`src/rtl/mips_mc_control.sv`:
```
// Multi-cycle MIPS main control FSM: sequences fetch/decode/execute/mem/writeback and drives datapath strobes.
// Latency: Moore outputs; pc_en is combinational on zero. CPI LW5 SW4 R4 ADDI4 BEQ3 J3 illegal2.
// Backpressure: mem_ready low stalls FETCH, MEMRD and MEMWR with outputs held. MC_CTRL_ADDI_EN enables ADDI.
module mips_mc_control (
    input  logic        clk,
    input  logic        rst,
    input  logic [5:0]  opcode,
    input  logic        zero,
    input  logic        mem_ready,
    output logic        iord,
    output logic        mem_write,
    output logic        ir_write,
    output logic        reg_dst,
    output logic        mem_to_reg,
    output logic        reg_write,
    output logic        alu_src_a,
    output logic [1:0]  alu_src_b,
    output logic [1:0]  alu_op,
    output logic [1:0]  pc_src,
    output logic        pc_en,
    output logic        illegal,
    output logic [3:0]  state,
    output logic [31:0] retired
);

    typedef enum logic [3:0] {
        FETCH   = 4'd0,
        DECODE  = 4'd1,
        MEMADR  = 4'd2,
        MEMRD   = 4'd3,
        MEMWB   = 4'd4,
        MEMWR   = 4'd5,
        EXECUTE = 4'd6,
        ALUWB   = 4'd7,
        BRANCH  = 4'd8,
        ADDIEX  = 4'd9,
        ADDIWB  = 4'd10,
        JUMP    = 4'd11
    } state_t;

    localparam logic [5:0] OP_R    = 6'b000000;
    localparam logic [5:0] OP_LW   = 6'b100011;
    localparam logic [5:0] OP_SW   = 6'b101011;
    localparam logic [5:0] OP_BEQ  = 6'b000100;
    localparam logic [5:0] OP_ADDI = 6'b001000;
    localparam logic [5:0] OP_J    = 6'b000010;

    state_t state_q;
    state_t state_d;
    logic   pc_write;
    logic   branch;
    logic   retire;

    always_ff @(posedge clk) begin
        if (rst) begin
            state_q <= FETCH;
            retired <= 32'd0;
        end else begin
            state_q <= state_d;
            if (retire) begin
                retired <= retired + 32'd1;
            end
        end
    end

    always_comb begin
        state_d    = FETCH;
        iord       = 1'b0;
        mem_write  = 1'b0;
        ir_write   = 1'b0;
        reg_dst    = 1'b0;
        mem_to_reg = 1'b0;
        reg_write  = 1'b0;
        alu_src_a  = 1'b0;
        alu_src_b  = 2'b00;
        alu_op     = 2'b00;
        pc_src     = 2'b00;
        pc_write   = 1'b0;
        branch     = 1'b0;
        illegal    = 1'b0;
        retire     = 1'b0;
        case (state_q)
            FETCH: begin
                alu_src_b = 2'b01;
                ir_write  = mem_ready;
                pc_write  = mem_ready;
                state_d   = mem_ready ? DECODE : FETCH;
            end
            DECODE: begin
                alu_src_b = 2'b11;
                case (opcode)
                    OP_LW, OP_SW: state_d = MEMADR;
                    OP_R:         state_d = EXECUTE;
                    OP_BEQ:       state_d = BRANCH;
`ifdef MC_CTRL_ADDI_EN
                    OP_ADDI:      state_d = ADDIEX;
`endif
                    OP_J:         state_d = JUMP;
                    default: begin
                        state_d = FETCH;
                        illegal = 1'b1;
                    end
                endcase
            end
            MEMADR: begin
                alu_src_a = 1'b1;
                alu_src_b = 2'b10;
                state_d   = (opcode == OP_SW) ? MEMWR : MEMRD;
            end
            MEMRD: begin
                iord    = 1'b1;
                state_d = mem_ready ? MEMWB : MEMRD;
            end
            MEMWB: begin
                mem_to_reg = 1'b1;
                reg_write  = 1'b1;
                retire     = 1'b1;
            end
            MEMWR: begin
                iord      = 1'b1;
                mem_write = 1'b1;
                retire    = mem_ready;
                state_d   = mem_ready ? FETCH : MEMWR;
            end
            EXECUTE: begin
                alu_src_a = 1'b1;
                alu_op    = 2'b10;
                state_d   = ALUWB;
            end
            ALUWB: begin
                reg_dst   = 1'b1;
                reg_write = 1'b1;
                retire    = 1'b1;
            end
            BRANCH: begin
                alu_src_a = 1'b1;
                alu_op    = 2'b01;
                pc_src    = 2'b01;
                branch    = 1'b1;
                retire    = 1'b1;
            end
`ifdef MC_CTRL_ADDI_EN
            ADDIEX: begin
                alu_src_a = 1'b1;
                alu_src_b = 2'b10;
                state_d   = ADDIWB;
            end
            ADDIWB: begin
                reg_write = 1'b1;
                retire    = 1'b1;
            end
`endif
            JUMP: begin
                pc_src   = 2'b10;
                pc_write = 1'b1;
                retire   = 1'b1;
            end
            // Unused encodings recover to FETCH with every strobe low.
            default: state_d = FETCH;
        endcase
    end

    assign pc_en = pc_write | (branch & zero);
    assign state = state_q;

    // OP_ADDI is referenced only in the ADDI build; keep it visible to lint in both.
    logic unused_addi;
    assign unused_addi = ^OP_ADDI;

endmodule

```
`config.mk`:
```
export PLATFORM = sky130hd
export DESIGN_NAME = mips_mc_control
export DESIGN_NICKNAME = d
export VERILOG_FILES = /design/src/rtl/mips_mc_control.sv
export SDC_FILE = /design/constraint.sdc
export NUM_CORES = 1
export LEC_CHECK = 0
export ABC_AREA = 1
export CAP_MARGIN = 10
export CORE_ASPECT_RATIO = 0.8
export CORE_MARGIN = 2
export CORE_UTILIZATION = 46
export DETAILED_ROUTE_END_ITERATION = 8
export GPL_TIMING_DRIVEN = 1
export PLACE_DENSITY = 0.78
export SLEW_MARGIN = 25
export SYNTH_ARGS = -nofsm -noshare
export SYNTH_HDL_FRONTEND = slang
export SYNTH_SLANG_ARGS = --single-unit
```
`constraint.sdc`:
```
create_clock -name clk -period 1.9 [get_ports clk]
set_input_delay 0.285 -clock clk [delete_from_list [all_inputs] [get_ports clk]]
set_output_delay 0.285 -clock clk [all_outputs]
set_load 0.05 [all_outputs]
```
# Word level (Yosys, flattened, before mapping)
# Cells that the tools add are included.
# totals
reg_bits	36
output_inout_bits	51
# classes
n_addsub	1
eq_ne	13
muxes	21
n_bitwise	2
n_reduce_logical	8
# op_table
op	n
$add 32x1->32 const B	1
$pmux 4 s6	1
$eq 4x3->1 const B	4
$pmux 4 s4	1
$eq 6x6->1 const B	2
$mux 1	11
$mux 3	3
$eq 4x2->1 const B	2
$eq 4x4->1 const B	2
$pmux 2 s2	2
$eq 6x2->1 const B	1
$eq 6x3->1 const B	1
$logic_not 6->1	1
$pmux 2 s3	1
$reduce_or 2->1	3
$reduce_or 5->1	1
$eq 4x1->1 const B	1
$logic_not 4->1	1
$pmux 1 s2	2
$reduce_or 4->1	1
$reduce_or 3->1	1
$and 1x1->1	1
$or 1x1->1	1

# Depth between registers and ports, before layout
# Gate-level depths: netlist of run 1.
# depth
depth_word	4
depth_mapped	10
mapped_depth_nobuf	10

# Worst setup path before layout of run 1
# Ideal clock, no wire load.
# synth_timing
path_type	register to output
startpoint	register state_q[0] (netlist: state[0])
endpoint	output illegal
arrival_time_ns	2.197
required_ns	1.615
setup_slack_ns	-0.582
stages_incl_launch_ff	5
n_path_buf	0
cell_sequence	dfxtp_1 > inv_1 > nor2_1 > nand2_1 > nor3_1
# synth_via
elab_chain_cells	2
# synth_rtl
item	line	rtl
from (decl)	48	state_t state_q;
from (signal assigned)	59	state_q <= state_d;
$eq 4x1->1	82	case (state_q)
$mux 1	82	
to (decl)	21	output logic illegal,
# No other way between the ends.

# Worst setup path after layout of run 1
# layout_timing
startpoint	register retired[23]
endpoint	output retired[23]
# layout_rtl
item	line	rtl
from (decl)	23	output logic [31:0] retired
from (signal assigned)	61	retired <= retired + 32'd1;
# No word-level cell between the ends.

==> results of run 1 <==
==> report_power, final <==
group	switching (uW)	total (uW)	internal, uW
logic	92.3	159	66.8
registers	3.27	760	756
clock network	278	667	389
==> metal layers <==
metal	GRT usage [%]	vias to the layer above	part of all wire, %
li1	-	1359	-
met1	33.3	1124	48
met2	34.3	86	43
met3	5.28	7	7.7
met4	8.54	0	1.2
met5	0	-	0
==> cell families (layout without fill, tap and decap cells) <==
logic type | Yosys count | in the layout | share of synthesized area [%]
XOR/XNOR | 2 | 2 | 0.777
adder cells (fa/ha/maj) | 1 | 1 | 0.555
flip-flops | 36 | 36 | 32.0
AO/OA/AOI/OAI | 38 | 38 | 8.60
buffers and inverters | 72 | 134 | 12.9
AND/OR/NAND/NOR | 250 | 250 | 45.2
==> cell usage in the layout (no fill, tap or decap), drive strengths merged <==
| cell type | instances |
|---|---|
| nand2 | 108 |
| nor2 | 90 |
| inv | 62 |
| nand3 | 40 |
| clkdlybuf4s50 | 36 |
| dfxtp | 36 |
| a21oi | 30 |
| buf | 25 |
| o21ai | 8 |
| nand4 | 7 |
| clkbuf | 6 |
| dlymetal6s2s | 3 |
| nor3 | 3 |
| or2 | 2 |
| xor2 | 2 |
| ha | 1 |
| bufinv | 1 |
| clkinv | 1 |
==> registers in the layout, indices dropped and copies added, names as in the netlist <==
signal,flops
retired,32
state,4
==> area by class of cell <==
type | count | area share (%)
multi-input cells | 291 | 40.3
repair buffers | 64 | 23.7
flip-flops and latches | 36 | 22.9
inverters | 62 | 7.37
well taps | 60 | 2.38
clock buffers | 6 | 2.30
clock inverters | 2 | 1.11
==> metrics by stage <==
stage / setup TNS (ns) / util, % / instances
2_1_floorplan: -0.191 / - / 399
4_1_cts: 0 / 67.5 / 521
3_3_place_gp: 0 / 65.2 / 513
5_1_grt: -0.0898 / 67.9 / 521
3_5_place_dp: 0 / 65.2 / 513
6_report: 0 / 67.9 / 521
==> repair_timing <==
action / in CTS / in global routing
gates resized for setup: 0 / 6
hold buffers: 0 / 0
endpoints found under the hold margin: 0 / 0
setup endpoints to repair: 0 / 9
==> how the worst min path moves through the flow <==
stage	slack [ns]	start	to
after global placement	0.47	retired[0]	retired[0]
final	0.50	retired[0]	retired[0]
after floorplan	0.35	rst	state[1]
after detailed placement	0.48	retired[0]	retired[0]
after global routing	0.56	retired[31]	retired[31]
after CTS	0.50	retired[0]	retired[0]
==> impl_metrics.tcl, run 1 <==
set metrics [dict create \
    status "finished, final reports clean" \
    rsz0062_at_grt "yes" \
    final_hold_viol_count 0 \
    maxSlewHeadroom_pct 66.1 \
    worstSetupPathDepth 1 \
    layout_setup_ws_ns 0.0561 \
    htreeDepth 2 \
    rrSetupSlack_ns 0.19 \
    worstRegToRegCells 8 \
    final_nets 471 \
    r2r-start "retired[0]" \
    cts_setup_buffers 0 \
    yosys_warnings 0 \
    ios 61 \
    critical_path_class "reg2out" \
    min_period_ns 1.84 \
    period_share_pct 97.0 \
    r2r-end "retired[20]" \
    p_total_uw 1590 \
    drive_gt1_share_pct 9.76 \
    cp_slowest_cell "clkdlybuf4s50_1" \
    synth_cells 399 \
    ys_types 19 \
    clock_path_buffers 2 \
    core_area_um2 4650 \
    via_count 2576 \
    grt_pass1_wl_um 9850 \
    routabilityCongestion 0.857 \
    worst_pin_slew_ns 0.507 \
    critPathLaunch "retired[23]" \
    dp_hpwl_um 4420 \
    cp.required_ns 1.62 \
    wl_per_cell_um 11.3 \
    final-seq-area_um2 723 \
    clock-sinks 36 \
    insertion_delay_ns 0.29 \
    die_y_um 66.6 \
    clk_pin_slew_worst_paths_ns 0.08 \
    diodes 0 \
    multi_input_area_um2 1270 \
    hold_depth 1 \
    ys_top_cells_by_area "dfxtp_1, nand2_1, nor2_1, inv_1, nand3_1" \
    p_leak_uw 0.00160 \
    io_buffers 60 \
    routed_wl_um 5910 \
    firstDrtPassIters 5 \
    crit_buf_inv 1 \
    area_growth_pct 40.1 \
    cts_buffers 5 \
    synth_nets 410 \
    initial_core_util_pct 48.5 \
    fillers 404 \
    die_w_um 82.3 \
    maxSlewViolCount 0 \
    grt_start_max_net_pins 60 \
    synth_edf_count 0 \
    synthFlopType "dfxtp_1" \
    synth.largest_area_cell "dfxtp_1" \
    crit_family "buffers and inverters" \
    postRouteAntennaNets 0 \
    grt_pass1_vias 2208 \
    grt_use_total_pct 23.5 \
    synth.avg_cell_area_um2 5.65 \
    dp_worst_setup_slack_ns 0.0716 \
    ys_seq_area_share_pct 32.0 \
    path_max_fanout 5 \
    worst_setup_path_start_kind "flop" \
    place_area_um2 3030 \
    yosys.cell_count.top_type "nand2_1" \
    synthesis.area_um2 2250 \
    crit_chain "clkdlybuf4s50_1" \
    endpoint_kind "primary output" \
    fmax_mhz 542 \
    die_area_um2 5480 \
    synth_common_cells "nand2_1, nor2_1, inv_1" \
    vias_per_cell 4.94 \
    maxCapViolCount 0 \
    hp-class "reg2reg" \
    synth_seq_cells 36 \
    antenna_found_initial 0 \
    setup_viol 0 \
    powerDensity_nw_per_um2 502 \
    drt-initial-drc-count 153 \
    ir_drop_uv 607 \
    critPathCapture "retired[23]" \
    yosysTopAreaCellShare_pct 32.0 \
    cts_tree "done" \
    stdcell_area_um2 3160 \
    max_stage_delay_ns 0.84 \
    worstPathArrival_ns 1.56 \
    cts-root-buf "clkbuf_8" \
    finalClockSkew_ns 0.00887 \
    drcViolationCount 0 \
    postSynth.asyncResetShare_pct 0 \
    grt-ovfl-total 0 \
    rows 22 \
    hold_slack_ns 0.503 \
]
No activity file was read; power rests on OpenSTA's default activity.
==> inputs of run 2 (changes only) <==
--- a/constraint.sdc
+++ b/constraint.sdc
@@ -3,2 +3,2 @@
 set_output_delay 0.285 -clock clk [all_outputs]
-set_load 0.05 [all_outputs]
+set_load 0.01 [all_outputs]
==> impl_metrics.tcl, run 2 (synthesis results as in run 1) <==
set metrics [dict create \
    critical_path_class "in2out" \
    drt-initial-drc-count 92 \
    rrSetupSlack_ns 0.24 \
    wl_met3_um 314 \
    met2_length_um 2750 \
    cp.required_ns 1.62 \
    area_growth_pct 37.8 \
    grt_pass1_wl_um 9960 \
    clock-sinks 36 \
    endpoint_kind "primary output" \
    clk_pin_slew_worst_paths_ns 0.07 \
    worst_setup_path_start_kind "primary input" \
    r2r-end "retired[20]" \
    final-seq-area_um2 731 \
    largest_register_ffs 32 \
    grt_pass1_vias 2289 \
    dp_hpwl_um 4680 \
    worst_pin_slew_ns 0.370 \
    diodes 0 \
    clock_path_buffers 2 \
    antenna_found_initial 0 \
    path_common_cell "nand2_1" \
    insertion_delay_ns 0.29 \
    maxSlewHeadroom_pct 75.2 \
    die_w_um 82.3 \
    cts_tree "done" \
    finalClockSkew_ns 0.0130 \
    critPathCapture "illegal" \
    worstRegToRegCells 8 \
    path_max_fanout 2 \
    status "finished, final reports clean" \
    initial_core_util_pct 48.5 \
    rows 22 \
    routabilityCongestion 0.876 \
    crit_chain "clkdlybuf4s50_1, or2_2, nor2_2, nand2_1, nand2_1, nor3_1, dlygate4sd2_1" \
    maxSlewViolCount 0 \
    die_y_um 66.6 \
    powerDensity_nw_per_um2 450 \
    routed_wl_um 6070 \
    wl_per_cell_um 11.5 \
    core_area_um2 4650 \
    cts_buffers 5 \
    grt-ovfl-total 0 \
    cp_slowest_cell "clkdlybuf4s50_1" \
    cts-root-buf "clkbuf_8" \
    grt_start_max_net_pins 60 \
    min_period_ns 1.84 \
    final_hold_viol_count 0 \
    max_stage_delay_ns 0.41 \
    place_inst 519 \
    final_nets 477 \
    ir_drop_uv 283 \
    firstDrtPassIters 5 \
    io_buffers 60 \
    htreeDepth 2 \
    vias_per_cell 4.98 \
    r2r-start "retired[0]" \
    setup_tns_ns 0 \
    layout.cells.non_filler 526 \
    ctsHoldBuffers 0 \
    multi_input_area_um2 1290 \
    maxCapViolCount 0 \
    top_register "retired" \
    hold_slack_ns 0.516 \
    ios 61 \
    rsz0062_at_grt "yes" \
    grt_use_total_pct 23.5 \
    drive_gt1_share_pct 7.73 \
    period_share_pct 97.1 \
    die_area_um2 5480 \
    setup_viol 0 \
    highest_layer "met4" \
    drcViolationCount 0 \
    final_common_cell "nand2_1" \
    critPathLaunch "opcode[2]" \
    postRouteAntennaNets 0 \
    final_cell_mix "nand2_1, nor2_1, inv_1" \
    drt-met1-wl_um 2960 \
    via_count 2619 \
    p_leak_uw 0.00160 \
    hp-class "reg2reg" \
    fmax_mhz 542 \
    worstPathArrival_ns 1.56 \
    fillers 435 \
]
[run 2: layout make-up]
cell class	instances	area share [%]
multi-input cells	291	41.4
flip-flops and latches	36	23.5
repair buffers	70	22.7
inverters	62	7.49
well taps	60	2.42
clock buffers	6	2.33
clock inverters	1	0.161
[run 2: worst min path at each step]
stage                     cells past startpoint          end  slack, ns         from
after floorplan                               1   retired[5]       0.35          rst
after global placement                        1   retired[0]       0.49   retired[0]
after detailed placement                      2  retired[31]       0.50  retired[31]
after CTS                                     1   retired[0]       0.52   retired[0]
after global routing                          1   retired[0]       0.56   retired[0]
final                                         1   retired[0]       0.52   retired[0]
[run 2: where the power goes]
group | internal [uW] | switching, uW
Combinational | 59.4 | 59.5
Clock | 249 | 270
Sequential | 755 | 4.54
[run 2: per-stage QoR]
stage	power, uW	utilization, %	setup WS, ns	area, um^2
detailed placement	893	63.6	-0.207	2960
global placement	891	63.6	-0.170	2960
finish	1400	66.8	0.0558	3110
global route	1450	66.8	-0.00270	3110
floorplan	829	-	0.422	2250
CTS	1400	65.6	-0.0884	3050
[run 2: critical path, delay by kind of cell]
| kind | cells | cell delay, ns |
|---|---|---|
| and+or+nand+nor | 5 | 0.59 |
| buffers and inverters | 2 | 0.69 |
[run 2: per-layer routing]
metal | up-vias | GRT usage, %
met2 | 67 | 38.6
li1 | 1380 | -
met1 | 1167 | 32.0
met3 | 5 | 4.34
met5 | - | 0
met4 | 0 | 5.00
[run 2: what timing repair did]
action	4_1_cts	5_1_grt
buffers inserted	0	0
resized for setup	9	22
pin swaps	0	1
setup endpoints to repair	14	15
==> patch 1: new RTL, config.mk and constraints of run 2 <==
Build with the macro `MC_CTRL_ADDI_EN` defined.
--- a/src/rtl/mips_mc_control.sv
+++ b/src/rtl/mips_mc_control.sv
@@ -3,2 +3,4 @@
 // Backpressure: mem_ready low stalls FETCH, MEMRD and MEMWR with outputs held. MC_CTRL_ADDI_EN enables ADDI.
+`define MC_CTRL_ADDI_EN
+
 module mips_mc_control (
Formal check against the unedited RTL: not equivalent (Yosys sat finds a counterexample within 4 cycles, from zero or initial values and one cycle with rst high).
==> patch 1 against run 2 <==
  * Final area grew 3.0%
  * Sequential power is essentially flat
  * Sequential cell count is the same
  * Worst setup slack improved by 0.0058 ns
  * Total power grew 2.9%
  * Wire length rose by 2.8%
  * Synthesized area grew 3.8%
  * Non-clock buffer count is 5 higher
  * Clock power increased by 6.6%
  * Highest routed layer unchanged
==> patch 1: results (changes against run 2) <==
stage	metric	value	unit	change
status	outcome	finished, final reports clean		
power_and_ir_drop	Switching Share	0.256		+0.0176
cells_and_area	# diodes	0		unchanged
route	met2 wire len	2880	µm	+4.4%
yosys	Seq/Total Area, Yosys	0.308		-0.0116
timing	Worst-Margin Slew	0.353	ns	-0.0169 ns
route	met1 WL	2910	µm	-1.7%
grt	gr usage total	0.228		-0.00732
critical_path	critical path fanouts, max	4		+2
power_and_ir_drop	seq pwr	0.000758	W	about the same
grt	M1 GR Usage	0.300		-0.0203
route	routed wire length	6240	µm	+2.8%
yosys	library cells used by synthesis	29		+10
cells_and_area	filler instances	490		+13%
grt	vias in the first global route	2334		+2.0%
cts	Max clock buf depth	2		unchanged
timing	crit path time final	1.84	ns	-0.00577 ns
yosys	Synth top cells by count	nand2_1, nor2_1, inv_1		
worst_hold_path	hold crit path type	reg -> reg		
grt	met2 usage	0.372		-0.0141
route	starting DRC count in detailed routing	188		+100%
power_and_ir_drop	peak supply drop	0.328	mV	+16%
critical_path	R2R Path End	retired[24]		
yosys	Area contributors post-synth	dfxtp_1, nand2_1, nor2_1		
cells_and_area	Final #Nets	478		+0.21%
grt	met3 GRT Util	0.0440		+0.000649
yosys	Syn Inst Count	394		-1.3%
critical_path	worst reg-to-reg setup slack	0.11	ns	-0.13 ns
critical_path	worst setup path start	state[2]		
timing	skew final	0.00913	ns	-0.00385 ns
placement	Post-DP Area	0.00309	mm²	+4.3%
critical_path	Slowest cell on crit path	dfxtp_4		
route	met3 WL post-DR	393	µm	+25%
power_and_ir_drop	Gate power share	0.089		+0.004
cts	PostCTS Resize Cnt	24		+15
route	Routed wire per std cell	11.8	µm	+2.0%
critical_path	end point of the critical path	pc_en		
route	vias per inst	4.97		-0.19%
placement	Final HPWL DP	4700	µm	+0.44%
patch 1: cell types whose count changed after synthesis, sizes merged, moves of 3 or more:
cell,delta
o21ai,+10
nor2,-10
nand3,-10
nand2,-6
a21oi,-9
nand4,+3
inv,+6
and3,+3
patch 1: stage by stage:
step / setup TNS (ns) / hold WS, ns / power, W / util
after floorplan: 0 / 0.362 / 0.000835 / -
after global placement: -0.220 / 0.491 / 0.000904 / 0.624
after detailed placement: -0.279 / 0.494 / 0.000906 / 0.624
after CTS: -0.0227 / 0.507 / 0.00145 / 0.642
after global routing: -0.139 / 0.535 / 0.00148 / 0.647
final: 0 / 0.504 / 0.00144 / 0.647
patch 1: tightest hold or removal path: cells and delay by family (launching register included):
kind / cells / cell delay [ns]
AOI/OAI and AO/OA: 1 / 0.05
buffers and inverters: 1 / 0.07
DFF: 1 / 0.34
patch 1: worst min-delay path by stage:
stage / slack (ns) / start / cells after the start / end
floorplan: 0.36 / rst / 1 / retired[12]
global route: 0.54 / retired[5] / 2 / retired[5]
CTS: 0.51 / retired[6] / 2 / retired[6]
finish: 0.50 / retired[6] / 2 / retired[6]
detailed placement: 0.49 / retired[8] / 2 / retired[8]
global placement: 0.49 / retired[5] / 2 / retired[5]
patch 1: area by class of cell:
class,instances,area (µm²),area share
Timing Repair Buffer,75,716,0.224
Inverter,68,255,0.0797
Sequential cell,36,733,0.229
Multi-Input combinational cell,281,1330,0.416
Clock inverter,3,18.8,0.00586
Clock buffer,5,68.8,0.0215
Tap cell,62,77.6,0.0242
patch 1: cell families (layout without fill, tap and decap cells):
family / after synthesis / after routing / share of synthesized area
xor+xnor: 3 / 3 / 0.0112
fa+ha+maj: 1 / 1 / 0.00535
simple gates: 231 / 231 / 0.431
buf+inv: 77 / 151 / 0.139
flops: 36 / 36 / 0.308
compound gates: 46 / 46 / 0.106
==> patch 2: new RTL, flow settings as in run 2 <==
Without the edit above. Make the reset (`rst`) asynchronous in one clocked block.
--- a/src/rtl/mips_mc_control.sv
+++ b/src/rtl/mips_mc_control.sv
@@ -53,3 +53,3 @@
 
-    always_ff @(posedge clk) begin
+    always_ff @(posedge clk or posedge rst) begin
         if (rst) begin
Check against the original RTL: differs if rst is asserted again (counterexample within 4 cycles, from zero or initial values and one cycle with rst high); with rst held inactive, the same outputs for 10 cycles.
==> patch 2 against run 2 <==
  * Synthesized area up 5.7%
  * Non-clock buffer count up 11
  * Worst setup slack worse by 0.032 ns
  * Count of clock-buffer cells in the layout up 2
  * Final area up 5.9%
  * Wire length up 9.8%
  * Sequential cell count unchanged
  * Largest cell class unchanged
  * Critical endpoint is now reg_write
  * Global-route usage down 1.5 points
Power is not compared: it rests on default switching activity, and its combinational part moved more than twofold at a synthesized area within 25%.
==> patch 2: results (changes against run 2) <==
stage	metric	value	unit	change
critical_path	worst reg-to-reg setup slack	0.11	ns	-0.13 ns
yosys	synthesized area per cell	6.42	µm²	+14%
worst_hold_path	hold crit path type	in -> async		
yosys	Synth top cells by count	nand2_1, nor2_1, inv_1		
route	vias per inst	5.13		+3.0%
yosys	Area contributors post-synth	dfrtp_1, nand2_1, nor2_1		
cts	Max clock buf depth	2		unchanged
grt	first-pass GRT wire length	10100	µm	+1.2%
critical_path	Slowest cell on crit path	dfrtp_1		
yosys	asr flop ratio synth	1.00		+1.00
timing	Worst-Margin Slew	0.470	ns	+0.0997 ns
placement	DP Cell Count	499		-3.9%
placement	pre-CTS setup slack	-0.191	ns	+0.0166 ns
timing	final hold slack	0.401	ns	-0.115 ns
yosys	library cells used by synthesis	22		+3
grt	pin count of the biggest net entering global routing	58		-3.3%
critical_path	Register-to-Register Path Depth	10		+2
yosys	Syn Nets	382		-6.8%
grt	vias in the first global route	2242		-2.1%
route	starting DRC count in detailed routing	235		+160%
critical_path	R2R Path End	retired[5]		
status	outcome	finished, final reports clean		
critical_path	critical path fanouts, max	4		+2
route	routed wire length	6660	µm	+9.8%
cells_and_area	Final #Nets	463		-2.9%
critical_path	CP Data Arrival Time	1.59	ns	+0.03 ns
placement	RD Place Congestion	0.960		+9.6%
cells_and_area	share of cells above drive strength 1	0.0905		+0.0133
placement	Final HPWL DP	4760	µm	+1.7%
critical_path	Worst R2R Start	state[3]		
cts	Clk Latency, worst-skew pair	0.29	ns	about the same
cells_and_area	Layout Cells excl Fill	515		-2.1%
grt	gr usage total	0.221		-0.0147
timing	skew final	0.0112	ns	-0.00179 ns
yosys	Seq/Total Area, Yosys	0.378		+0.0585
cells_and_area	filler instances	472		+8.5%
-- patch 2: changes by cell type in the layout (fill, tap and decap cells not counted), sizes merged, moves of 12 or more --
cell,run 2,this run
nand3,40,28
inv,62,48
nor2,90,65
dfxtp,36,0
a21oi,30,1
dfrtp,0,36
nand4,7,19
nand2,108,139
-- patch 2: worst max path at each step --
| stage | startpoint | endpoint | slack, ns | cells past startpoint |
|---|---|---|---|---|
| 2_1_floorplan | retired[0] | retired[18] | 0.42 | 8 |
| 3_3_place_gp | opcode[0] | illegal | -0.17 | 8 |
| 3_5_place_dp | opcode[4] | illegal | -0.19 | 8 |
| 4_1_cts | state[3] | iord | -0.11 | 6 |
| 5_1_grt | state[0] | illegal | -0.05 | 5 |
| 6_report | state[3] | reg_write | 0.02 | 7 |
-- patch 2: through the flow --
stage	setup TNS, ns	power [W]	area (µm²)
final	0	0.00236	3290
after global placement	-0.170	0.00170	3110
after floorplan	0	0.00130	2380
after global routing	-0.128	0.00247	3290
after detailed placement	-0.191	0.00172	3110
after CTS	-0.112	0.00230	3230
-- patch 2: repair_timing --
| item | in CTS | in global routing |
|---|---|---|
| pin swaps | 0 | 1 |
| setup endpoints to repair | 14 | 5 |
| resized for setup | 18 | 9 |
| setup buffers | 4 | 4 |
-- patch 2: cells by family after synthesis --
| family | synth area share |
|---|---|
| adders and majority gates | 0.00525 |
| DFF | 0.378 |
| xor gates and xnor gates | 0.0221 |
| AOI/OAI and AO/OA | 0.0226 |
| and+or+nand+nor | 0.470 |
| buffers and inverters | 0.102 |
-- patch 2: power groups by stage --
stage / Combinational (W) / Sequential (W) / Clock (W)
6_report: 0.000883 / 0.000911 / 0.000567
5_1_grt: 0.000943 / 0.000924 / 0.000609
4_1_cts: 0.000816 / 0.000913 / 0.000575
3_5_place_dp: 0.000789 / 0.000929 / 0
3_3_place_gp: 0.000778 / 0.000925 / 0
2_1_floorplan: 0.000349 / 0.000951 / 0
-- patch 2: metal layers --
layer | GRT usage | wire length [µm]
met2 | 0.354 | 3080
met3 | 0.0434 | 416
met4 | 0.0595 | 105
met1 | 0.309 | 3060
met5 | 0 | 0
-- patch 2: worst reg2reg max path: stages (launching register included) --
cell     delay [ns]
dfrtp_1        0.42
inv_1          0.12
nand2_1        0.12
buf_4          0.17
inv_1          0.09
nand3_1        0.12
nand3_2        0.12
buf_12         0.24
inv_2          0.11
nand2_1        0.06
o21ai_0        0.08
-- patch 2: area by class of cell --
cell class	count	share of cell area
clock buffer	8	0.0274
inverter	48	0.0547
multi-input combinational	280	0.388
sequential	36	0.274
tap	62	0.0236
timing repair buffer	81	0.232
